<file path="src/rtl/floating_point_tlast_tuser_pkg.sv">
// Shared types and default sizes for the tlast/tuser sideband ROM sequencer.
package floating_point_tlast_tuser_pkg;

   localparam int unsigned DEF_ADDR_W = 4;
   localparam int unsigned DEF_DATA_W = 8;
   localparam int unsigned DEF_DEPTH  = 10;

   typedef enum logic [1:0] {
      IDLE  = 2'd0,
      RUN   = 2'd1,
      DRAIN = 2'd2
   } seq_state_e;

   typedef struct packed {
      logic [DEF_DATA_W-1:0] tuser;
      logic                  tlast;
   } beat_t;

endpackage

</file>
<file path="src/rtl/floating_point_tlast_tuser_skid2.sv">
// Two-entry beat buffer: registered AXIS output stage plus one skid entry.
module floating_point_tlast_tuser_skid2 #(
   parameter int unsigned DATA_W = 8
) (
   input  logic              clk,
   input  logic              rst_n,
   input  logic              push,
   input  logic [DATA_W-1:0] push_tuser,
   input  logic              push_tlast,
   input  logic              m_axis_tready,
   output logic              m_axis_tvalid,
   output logic [DATA_W-1:0] m_axis_tuser,
   output logic              m_axis_tlast,
   output logic [1:0]        occ_c
);

   logic              skid_valid;
   logic [DATA_W-1:0] skid_tuser;
   logic              skid_tlast;
   logic              pop_c;

   assign pop_c = m_axis_tvalid & m_axis_tready;
   assign occ_c = 2'(m_axis_tvalid) + 2'(skid_valid);

   // The skid entry is always older than an incoming push, so it refills the output first.
   always_ff @(posedge clk or negedge rst_n) begin
      if (!rst_n) begin
         m_axis_tvalid <= 1'b0;
         m_axis_tuser  <= '0;
         m_axis_tlast  <= 1'b0;
         skid_valid    <= 1'b0;
         skid_tuser    <= '0;
         skid_tlast    <= 1'b0;
      end else if (pop_c) begin
         if (skid_valid) begin
            m_axis_tuser <= skid_tuser;
            m_axis_tlast <= skid_tlast;
            if (push) begin
               skid_tuser <= push_tuser;
               skid_tlast <= push_tlast;
            end else begin
               skid_valid <= 1'b0;
            end
         end else if (push) begin
            m_axis_tuser <= push_tuser;
            m_axis_tlast <= push_tlast;
         end else begin
            m_axis_tvalid <= 1'b0;
         end
      end else if (push) begin
         if (!m_axis_tvalid) begin
            m_axis_tvalid <= 1'b1;
            m_axis_tuser  <= push_tuser;
            m_axis_tlast  <= push_tlast;
         end else begin
            skid_valid <= 1'b1;
            skid_tuser <= push_tuser;
            skid_tlast <= push_tlast;
         end
      end
   end

endmodule

</file>
<file path="src/rtl/floating_point_tlast_tuser_seq.sv">
// Sweeps the sideband ROM and streams each byte as an AXIS beat (tuser), tlast on the final entry.
// FLOATING_POINT_TLAST_TUSER_SEQ_LOOP_EN: wrap the address and stream endlessly.
module floating_point_tlast_tuser_seq
   import floating_point_tlast_tuser_pkg::*;
#(
   parameter int unsigned DEPTH  = DEF_DEPTH,
   parameter int unsigned ADDR_W = DEF_ADDR_W,
   parameter int unsigned DATA_W = DEF_DATA_W
) (
   input  logic              clk,
   input  logic              rst_n,
   input  logic              start,
   output logic              busy,
   output logic              done,
   output logic [ADDR_W-1:0] rd_addr,
   input  logic [DATA_W-1:0] rom_dout,
   output logic              m_axis_tvalid,
   input  logic              m_axis_tready,
   output logic [DATA_W-1:0] m_axis_tuser,
   output logic              m_axis_tlast
);

   localparam logic [ADDR_W-1:0] LAST_ADDR = ADDR_W'(DEPTH - 1);

   seq_state_e        state_q, state_d;
   logic [ADDR_W-1:0] addr_d;
   logic              inflight_q, inflight_d;
   logic              infl_last_q, infl_last_d;
   logic              busy_d, done_d;
   logic [1:0]        occ_c;
   logic              pop_c, can_issue_c, addr_last_c;

   assign pop_c       = m_axis_tvalid & m_axis_tready;
   assign addr_last_c = (rd_addr == LAST_ADDR);
   // Issue only if the buffer can still absorb the byte even if the sink stalls forever.
   assign can_issue_c = (3'(occ_c) + 3'(inflight_q)) < (3'd2 + 3'(pop_c));

   always_comb begin
      state_d     = state_q;
      addr_d      = rd_addr;
      inflight_d  = 1'b0;
      infl_last_d = infl_last_q;
      busy_d      = busy;
      done_d      = pop_c & m_axis_tlast;
      case (state_q)
         IDLE: begin
            if (start) begin
               state_d = RUN;
               addr_d  = '0;
               busy_d  = 1'b1;
            end
         end
         RUN: begin
            if (can_issue_c) begin
               inflight_d  = 1'b1;
               infl_last_d = addr_last_c;
               if (addr_last_c) begin
`ifdef FLOATING_POINT_TLAST_TUSER_SEQ_LOOP_EN
                  addr_d = '0;
`else
                  state_d = DRAIN;
`endif
               end else begin
                  addr_d = rd_addr + ADDR_W'(1);
               end
            end
         end
         DRAIN: begin
            if (pop_c && m_axis_tlast) begin
               state_d = IDLE;
               busy_d  = 1'b0;
            end
         end
         default: state_d = IDLE;
      endcase
   end

   always_ff @(posedge clk or negedge rst_n) begin
      if (!rst_n) begin
         state_q     <= IDLE;
         rd_addr     <= '0;
         inflight_q  <= 1'b0;
         infl_last_q <= 1'b0;
         busy        <= 1'b0;
         done        <= 1'b0;
      end else begin
         state_q     <= state_d;
         rd_addr     <= addr_d;
         inflight_q  <= inflight_d;
         infl_last_q <= infl_last_d;
         busy        <= busy_d;
         done        <= done_d;
      end
   end

   floating_point_tlast_tuser_skid2 #(.DATA_W(DATA_W)) u_skid (
      .clk          (clk),
      .rst_n        (rst_n),
      .push         (inflight_q),
      .push_tuser   (rom_dout),
      .push_tlast   (infl_last_q),
      .m_axis_tready(m_axis_tready),
      .m_axis_tvalid(m_axis_tvalid),
      .m_axis_tuser (m_axis_tuser),
      .m_axis_tlast (m_axis_tlast),
      .occ_c        (occ_c)
   );

endmodule

</file>
<file path="config.mk">
export PLATFORM = sky130hd
export DESIGN_NAME = floating_point_tlast_tuser_seq
export DESIGN_NICKNAME = d
export VERILOG_FILES = /design/src/rtl/floating_point_tlast_tuser_pkg.sv /design/src/rtl/floating_point_tlast_tuser_skid2.sv /design/src/rtl/floating_point_tlast_tuser_seq.sv
export SDC_FILE = /design/constraint.sdc
export NUM_CORES = 1
export LEC_CHECK = 0
export ABC_CLOCK_PERIOD_IN_PS = 2660
export CAP_MARGIN = 30
export CORE_UTILIZATION = 50
export DETAILED_ROUTE_END_ITERATION = 10
export MAX_ROUTING_LAYER = met4
export PLACE_DENSITY = 0.89
export SYNTH_ARGS = -nofsm -noshare
export SYNTH_HDL_FRONTEND = slang
export SYNTH_SLANG_ARGS = --single-unit
</file>
<file path="constraint.sdc">
create_clock -name clk -period 2.66 [get_ports clk]
set_input_delay 0.399 -clock clk [delete_from_list [all_inputs] [get_ports clk]]
set_output_delay 0.399 -clock clk [all_outputs]
set_load 0.005 [all_outputs]
</file>
-- Yosys cells after proc, flatten, opt, wreduce, memory -nomap -nowiden
Index checks and enable logic that the tools add are counted.
- register bits: 30
- bits of input ports: 12
- output and inout bits: 16
- word-level logic and storage cells: 88
- add/subtract/negate cells: 4
- $lt $le $gt $ge: 1
- equality and inequality tests: 13
- muxes and demuxes: 41
- bitwise operators: 2
- reduce and logical (&&, ||, !) cells: 15
- operators by type and width (operator ; number):
    $mux 8 ; 9
    $mux 1 ; 22
    $ne 2x2->1 const B ; 9
    $mux 4 ; 3
    $reduce_and 4->1 ; 3
    $reduce_bool 2->1 ; 5
    $reduce_and 3->1 ; 3
    $mux 2 ; 4
    $pmux 4 s2 ; 1
    $pmux 2 s3 ; 1
    $add 4x1->4 const B ; 1
    $eq 4x4->1 const B ; 1
    $reduce_and 2->1 ; 2
    $add 2x1->3 ; 1
    $add 2x1->3 const A ; 1
    $lt 3x3->1 ; 1
    $add 1x1->2 ; 1
    $and 1x1->1 ; 2
    $eq 2x1->1 const B ; 1
    $eq 2x2->1 const B ; 1
    $logic_not 2->1 ; 1
    $ne 2x1->1 const B ; 1
    $pmux 1 s2 ; 1
    $logic_and 1x1->1 ; 1

-- Longest topological paths before layout
- depth after elaboration: 5
- mapped depth: 6
- mapped depth without buffers: 5

-- Modules after synthesis
A second synthesis with hierarchy kept.
- cells, all modules: 129
- area, all modules: 1423.9 µm²
- by module, submodules not included (module ; times used ; cells each ; area each (µm²) ; seq. area each (µm²)):
    floating_point_tlast_tuser_skid2 ; 1 ; 81 ; 917.1 ; 500.5
    floating_point_tlast_tuser_seq ; 1 ; 48 ; 506.7 ; 250.2

-- Worst setup path after synthesis
No wires, ideal clock.
- kind: reg2reg
- start point: register u_skid.m_axis_tvalid
- end point: register rd_addr[0]
- library setup time: 0.145 ns
- arrival time: 1.842 ns
- required time: 2.515 ns
- path slack: 0.673 ns
- cell stages (with the launch flop): 7
- path buffers: 1
- period minus slack after synthesis: 1.987 ns
- path through: dfrtp_1 > buf_4 > inv_1 > fa_1 > a31oi_2 > a2111oi_1 > mux2i_1
- longest elaborated chain between the ends: 5
- elaborated cells between the ends (all ways): 7
- those cells by class: add/sub (3); order compare (1); eq/ne (1); bitwise (1); reduce/logical (1)
- RTL lines (element ; line ; text):
    start, declared ; floating_point_tlast_tuser_skid2.sv:11 ; output logic m_axis_tvalid,
    start signal, assigned ; floating_point_tlast_tuser_skid2.sv:28 ; m_axis_tvalid <= 1'b0;
    start signal, assigned ; floating_point_tlast_tuser_skid2.sv:48 ; m_axis_tvalid <= 1'b0;
    start signal, assigned ; floating_point_tlast_tuser_skid2.sv:52 ; m_axis_tvalid <= 1'b1;
    $add 1x1->2 / $and 1x1->1 (equally long branches) ; floating_point_tlast_tuser_skid2.sv:23, floating_point_tlast_tuser_seq.sv:33 ;
    $add 2x1->3 ; floating_point_tlast_tuser_seq.sv:36 ; assign can_issue_c = (3'(occ_c) + 3'(inflight_q)) < (3'd2 + 3'(pop_c));
    $lt 3x3->1 * ; floating_point_tlast_tuser_seq.sv:36 ;
    $ne 2x2->1 (no line) * ; - ;
    $reduce_and 4->1 (no line) * ; - ;
    end signal, assigned ; floating_point_tlast_tuser_seq.sv:88 ; rd_addr <= addr_d;
    end, declared ; floating_point_tlast_tuser_seq.sv:15 ; output logic [ADDR_W-1:0] rd_addr,
Every way passes the cells marked *; elsewhere a longest branch is shown, timed or not.
A chain may end at the register's enable or synchronous reset.

-- Final worst setup path
Same ends and word-level chain as after synthesis.

==> results.sh <==
export IMPL_grt_antenna_before_repair=0
export IMPL_antenna_diode_count=0
export IMPL_arrival_time_at_the_worst_endpoint_ns=2.48
export IMPL_preCtsSetupSlack_ns=0.394
export IMPL_io_pins=28
export IMPL_fin_worst_skew_ns=0.00704
export IMPL_netlist_top_cell_by_area="sky130_fd_sc_hd__dfrtp_1"
export IMPL_gr_total_overflow=0
export IMPL_buffer_ports_inserted=27
export IMPL_yosys_cell_count_top_type="sky130_fd_sc_hd__dfrtp_1"
export IMPL_finish_net_count=157
export IMPL_post_place_cells=165
export IMPL_time_the_final_worst_path_needs_with_i_o_delays_and_setup_ns=2.28
export IMPL_power_net_switching_uw=760
export IMPL_die_height_um=55.1
export IMPL_maxcap_viol_count=0
export IMPL_timing_final_hold_violations=0
export IMPL_ratio_of_final_minimum_period_to_clock_period=0.859
export IMPL_synth_enable_flop_cells=0
export IMPL_max_freq_ghz=0.438
export IMPL_synthesis_nets=124
export IMPL_die_x_um=55.1
export IMPL_ys_flop_type="sky130_fd_sc_hd__dfrtp_1"
export IMPL_grt_total_usage=0.234
export IMPL_switching_share=0.328
export IMPL_library_cells_used_by_synthesis=31
export IMPL_ys_seq_elements=30
export IMPL_synth_area_top_cells="sky130_fd_sc_hd__dfrtp_1 (53%), sky130_fd_sc_hd__mux2_2 (22%), sky130_fd_sc_hd__o21ai_0 (2.5%)"
export IMPL_report_final_slew_viol_count=0
export IMPL_setup_violations_final=0
export IMPL_yosys_top_cells_count="sky130_fd_sc_hd__dfrtp_1 (30), sky130_fd_sc_hd__mux2_2 (28), sky130_fd_sc_hd__inv_1 (8), sky130_fd_sc_hd__o21ai_0 (7)"
export IMPL_grt_pass1_wl_um=4550
export IMPL_relSlewSlack=0.612
export IMPL_post_synth_inst_count=109
export IMPL_cts_tree="yes"
export IMPL_worst_setup_path_start_kind="register"
export IMPL_critical_path_endpoint_type="register"
export IMPL_avgViaCountPerCell=5.79
export IMPL_crit_required_ns=2.86
export IMPL_cts_resized=0
export IMPL_tightest_slew_ns=0.582
export IMPL_setup_slack_ns=0.376
export IMPL_layout_cell_area_non_filler_um2=1820
export IMPL_synth_top_area_share=0.533
export IMPL_outcome="completed"
export IMPL_synth_async_sr_flop_share=1.00
export IMPL_grt_max_degree=31
export IMPL_routed_wire_length_per_instance_um=16.6
export IMPL_via_count=1002
export IMPL_cts_root_buf="sky130_fd_sc_hd__clkbuf_4"
export IMPL_drt_iter0_markers=18
export IMPL_part_of_the_total_power_dissipated_in_sequential_elements=0.365
export IMPL_fp_row_count=18
export IMPL_worstSetupPathType="reg2reg"
export IMPL_power_density_nw_per_um2=1270
export IMPL_ant_nets=0
export IMPL_cts_made_buffers=5
export IMPL_avgSynthCellArea_um2=12.9
export IMPL_cell_count_final_fillers_out=173
export IMPL_yosysSeqAreaShare=0.533
export IMPL_detail_route_drc_violations=0
export IMPL_detailedPlacementHpwl_um=1880
export IMPL_worst_setup_hold_path_clk_slew_ns=0.10
export IMPL_worstPathMaxFanout=11
export IMPL_clk_insertion_delay_late_ns=0.33
export IMPL_p_clk_frac=0.206
export IMPL_syn_to_final_growth_pct=29.4
export IMPL_drive_above_1_share=0.294
export IMPL_ys_warn_count=0
export IMPL_h_tree_depth=2
export IMPL_cts_hold_buffers_added=0
export IMPL_ir_drop_v=0.000868
export IMPL_maximum_buffer_depth_of_the_clock_tree=2
export IMPL_gp_congestion=0.741
export IMPL_die_area_um2=3030
export IMPL_combinational_power_share=0.429
export IMPL_power_report_internal_total_mw=1.56
export IMPL_dpl_cell_area_um2=1710
export IMPL_synthesis_area_um2=1410
export IMPL_static_leakage_power_nw=0.810
export IMPL_drt_pre_antenna_iters=4
export IMPL_core_area_um2=2570
export IMPL_fin_tns_setup_ns=0
export IMPL_routed_wirelength_um=2880
export IMPL_holdCritPathClass="in2async"
export IMPL_grt_setup_unrepaired="false"
export IMPL_grt_pass1_vias=928
export IMPL_fillerInstances=184
export IMPL_cts_repair_timing_setup_buffer_count=0
export IMPL_tritoncts_num_sinks=30
export IMPL_initial_utilization=0.549
cell type report:
type                       count  area, µm²  share of cell area
multi-input combinational     69        616               0.338
timing repair buffer          28        278               0.152
clock buffer                   6       51.3              0.0281
clock inverter                 2       60.1              0.0329
sequential                    30        751               0.412
tap                           30       37.5              0.0206
inverter                       8       30.0              0.0165
power by group through the flow:
stage	combinational, mW	clock [mW]	sequential [mW]
floorplan	0.660	0	0.795
global placement	0.949	0	0.828
detailed placement	0.975	0	0.847
CTS	0.993	0.483	0.842
global route	1.08	0.507	0.876
finish	0.995	0.478	0.847
cell families (layout without fill, tap and decap cells):
group,Yosys count,in the layout,synth area share
compound gates,21,21,0.108
flops,30,30,0.533
fa+ha+maj,3,3,0.0320
simple gates,16,16,0.0657
mux,29,29,0.231
buf+inv,10,44,0.0302
final timing paths:
check	cells after the start	from	slack, ns	end
worst max-delay path	5	u_skid.m_axis_tvalid$_DFFE_PN0P_	0.38	rd_addr[0]$_DFFE_PN0P_
worst min-delay path	2	rst_n	0.45	rd_addr[1]$_DFFE_PN0P_
worst max register to register	5	u_skid.m_axis_tvalid$_DFFE_PN0P_	0.38	rd_addr[0]$_DFFE_PN0P_
worst min register to register	1	u_skid.skid_tuser[5]$_DFFE_PN0P_	0.51	u_skid.skid_tuser[5]$_DFFE_PN0P_
max in group asynchronous	2	rst_n	1.94	u_skid.m_axis_tvalid$_DFFE_PN0P_
min in group clk	1	u_skid.skid_tuser[5]$_DFFE_PN0P_	0.51	u_skid.skid_tuser[5]$_DFFE_PN0P_
placed cells by master, fill, tap and decap left out, drive strengths merged:
master         netlist  final
dfrtp               30     30
mux2                28     28
clkdlybuf4s50        0     27
inv                  8      8
o21ai                7      7
clkbuf               0      6
nand3                4      4
a21oi                4      4
nor2                 3      3
o211ai               3      3
nand2                2      2
ha                   2      2
bufinv               0      2
nand2b               1      1
a31oi                1      1
and4b                1      1
or3                  1      1
nor2b                1      1
o211a                1      1
nor4                 1      1
a211o                1      1
a32o                 1      1
a2111oi              1      1
a31o                 1      1
nand3b               1      1
o22ai                1      1
mux2i                1      1
nand4                1      1
fa                   1      1
buf                  2      1
metal layers:
metal  up-vias  track usage  part of all wire
li1        466            -                 -
met1       504        0.306              0.45
met2        27        0.337              0.49
met3         5       0.0683             0.040
met4         0        0.104             0.018
met5         -            -                 0
stage by stage:
| step | util | hold slack, ns | power [mW] |
|---|---|---|---|
| after CTS | 0.710 | 0.456 | 2.32 |
| final | 0.710 | 0.450 | 2.32 |
| after global routing | 0.710 | 0.501 | 2.46 |
| after floorplan | - | 0.103 | 1.45 |
| after global placement | 0.667 | 0.483 | 1.78 |
| after detailed placement | 0.667 | 0.490 | 1.82 |
critical path, cell delays in order (launching register included):
cell	delay, ns
sky130_fd_sc_hd__dfrtp_1	0.60
sky130_fd_sc_hd__inv_1	0.16
sky130_fd_sc_hd__fa_1	0.59
sky130_fd_sc_hd__a31oi_2	0.16
sky130_fd_sc_hd__a2111oi_1	0.51
sky130_fd_sc_hd__mux2i_1	0.14
state kept, by name (all words and copies together) (netlist names), 2 cells and up:
signal and count:
state_q 2, u_skid.skid_tuser 8, u_skid.m_axis_tuser 8, rd_addr 4
Power figures use the tool's default switching activity.
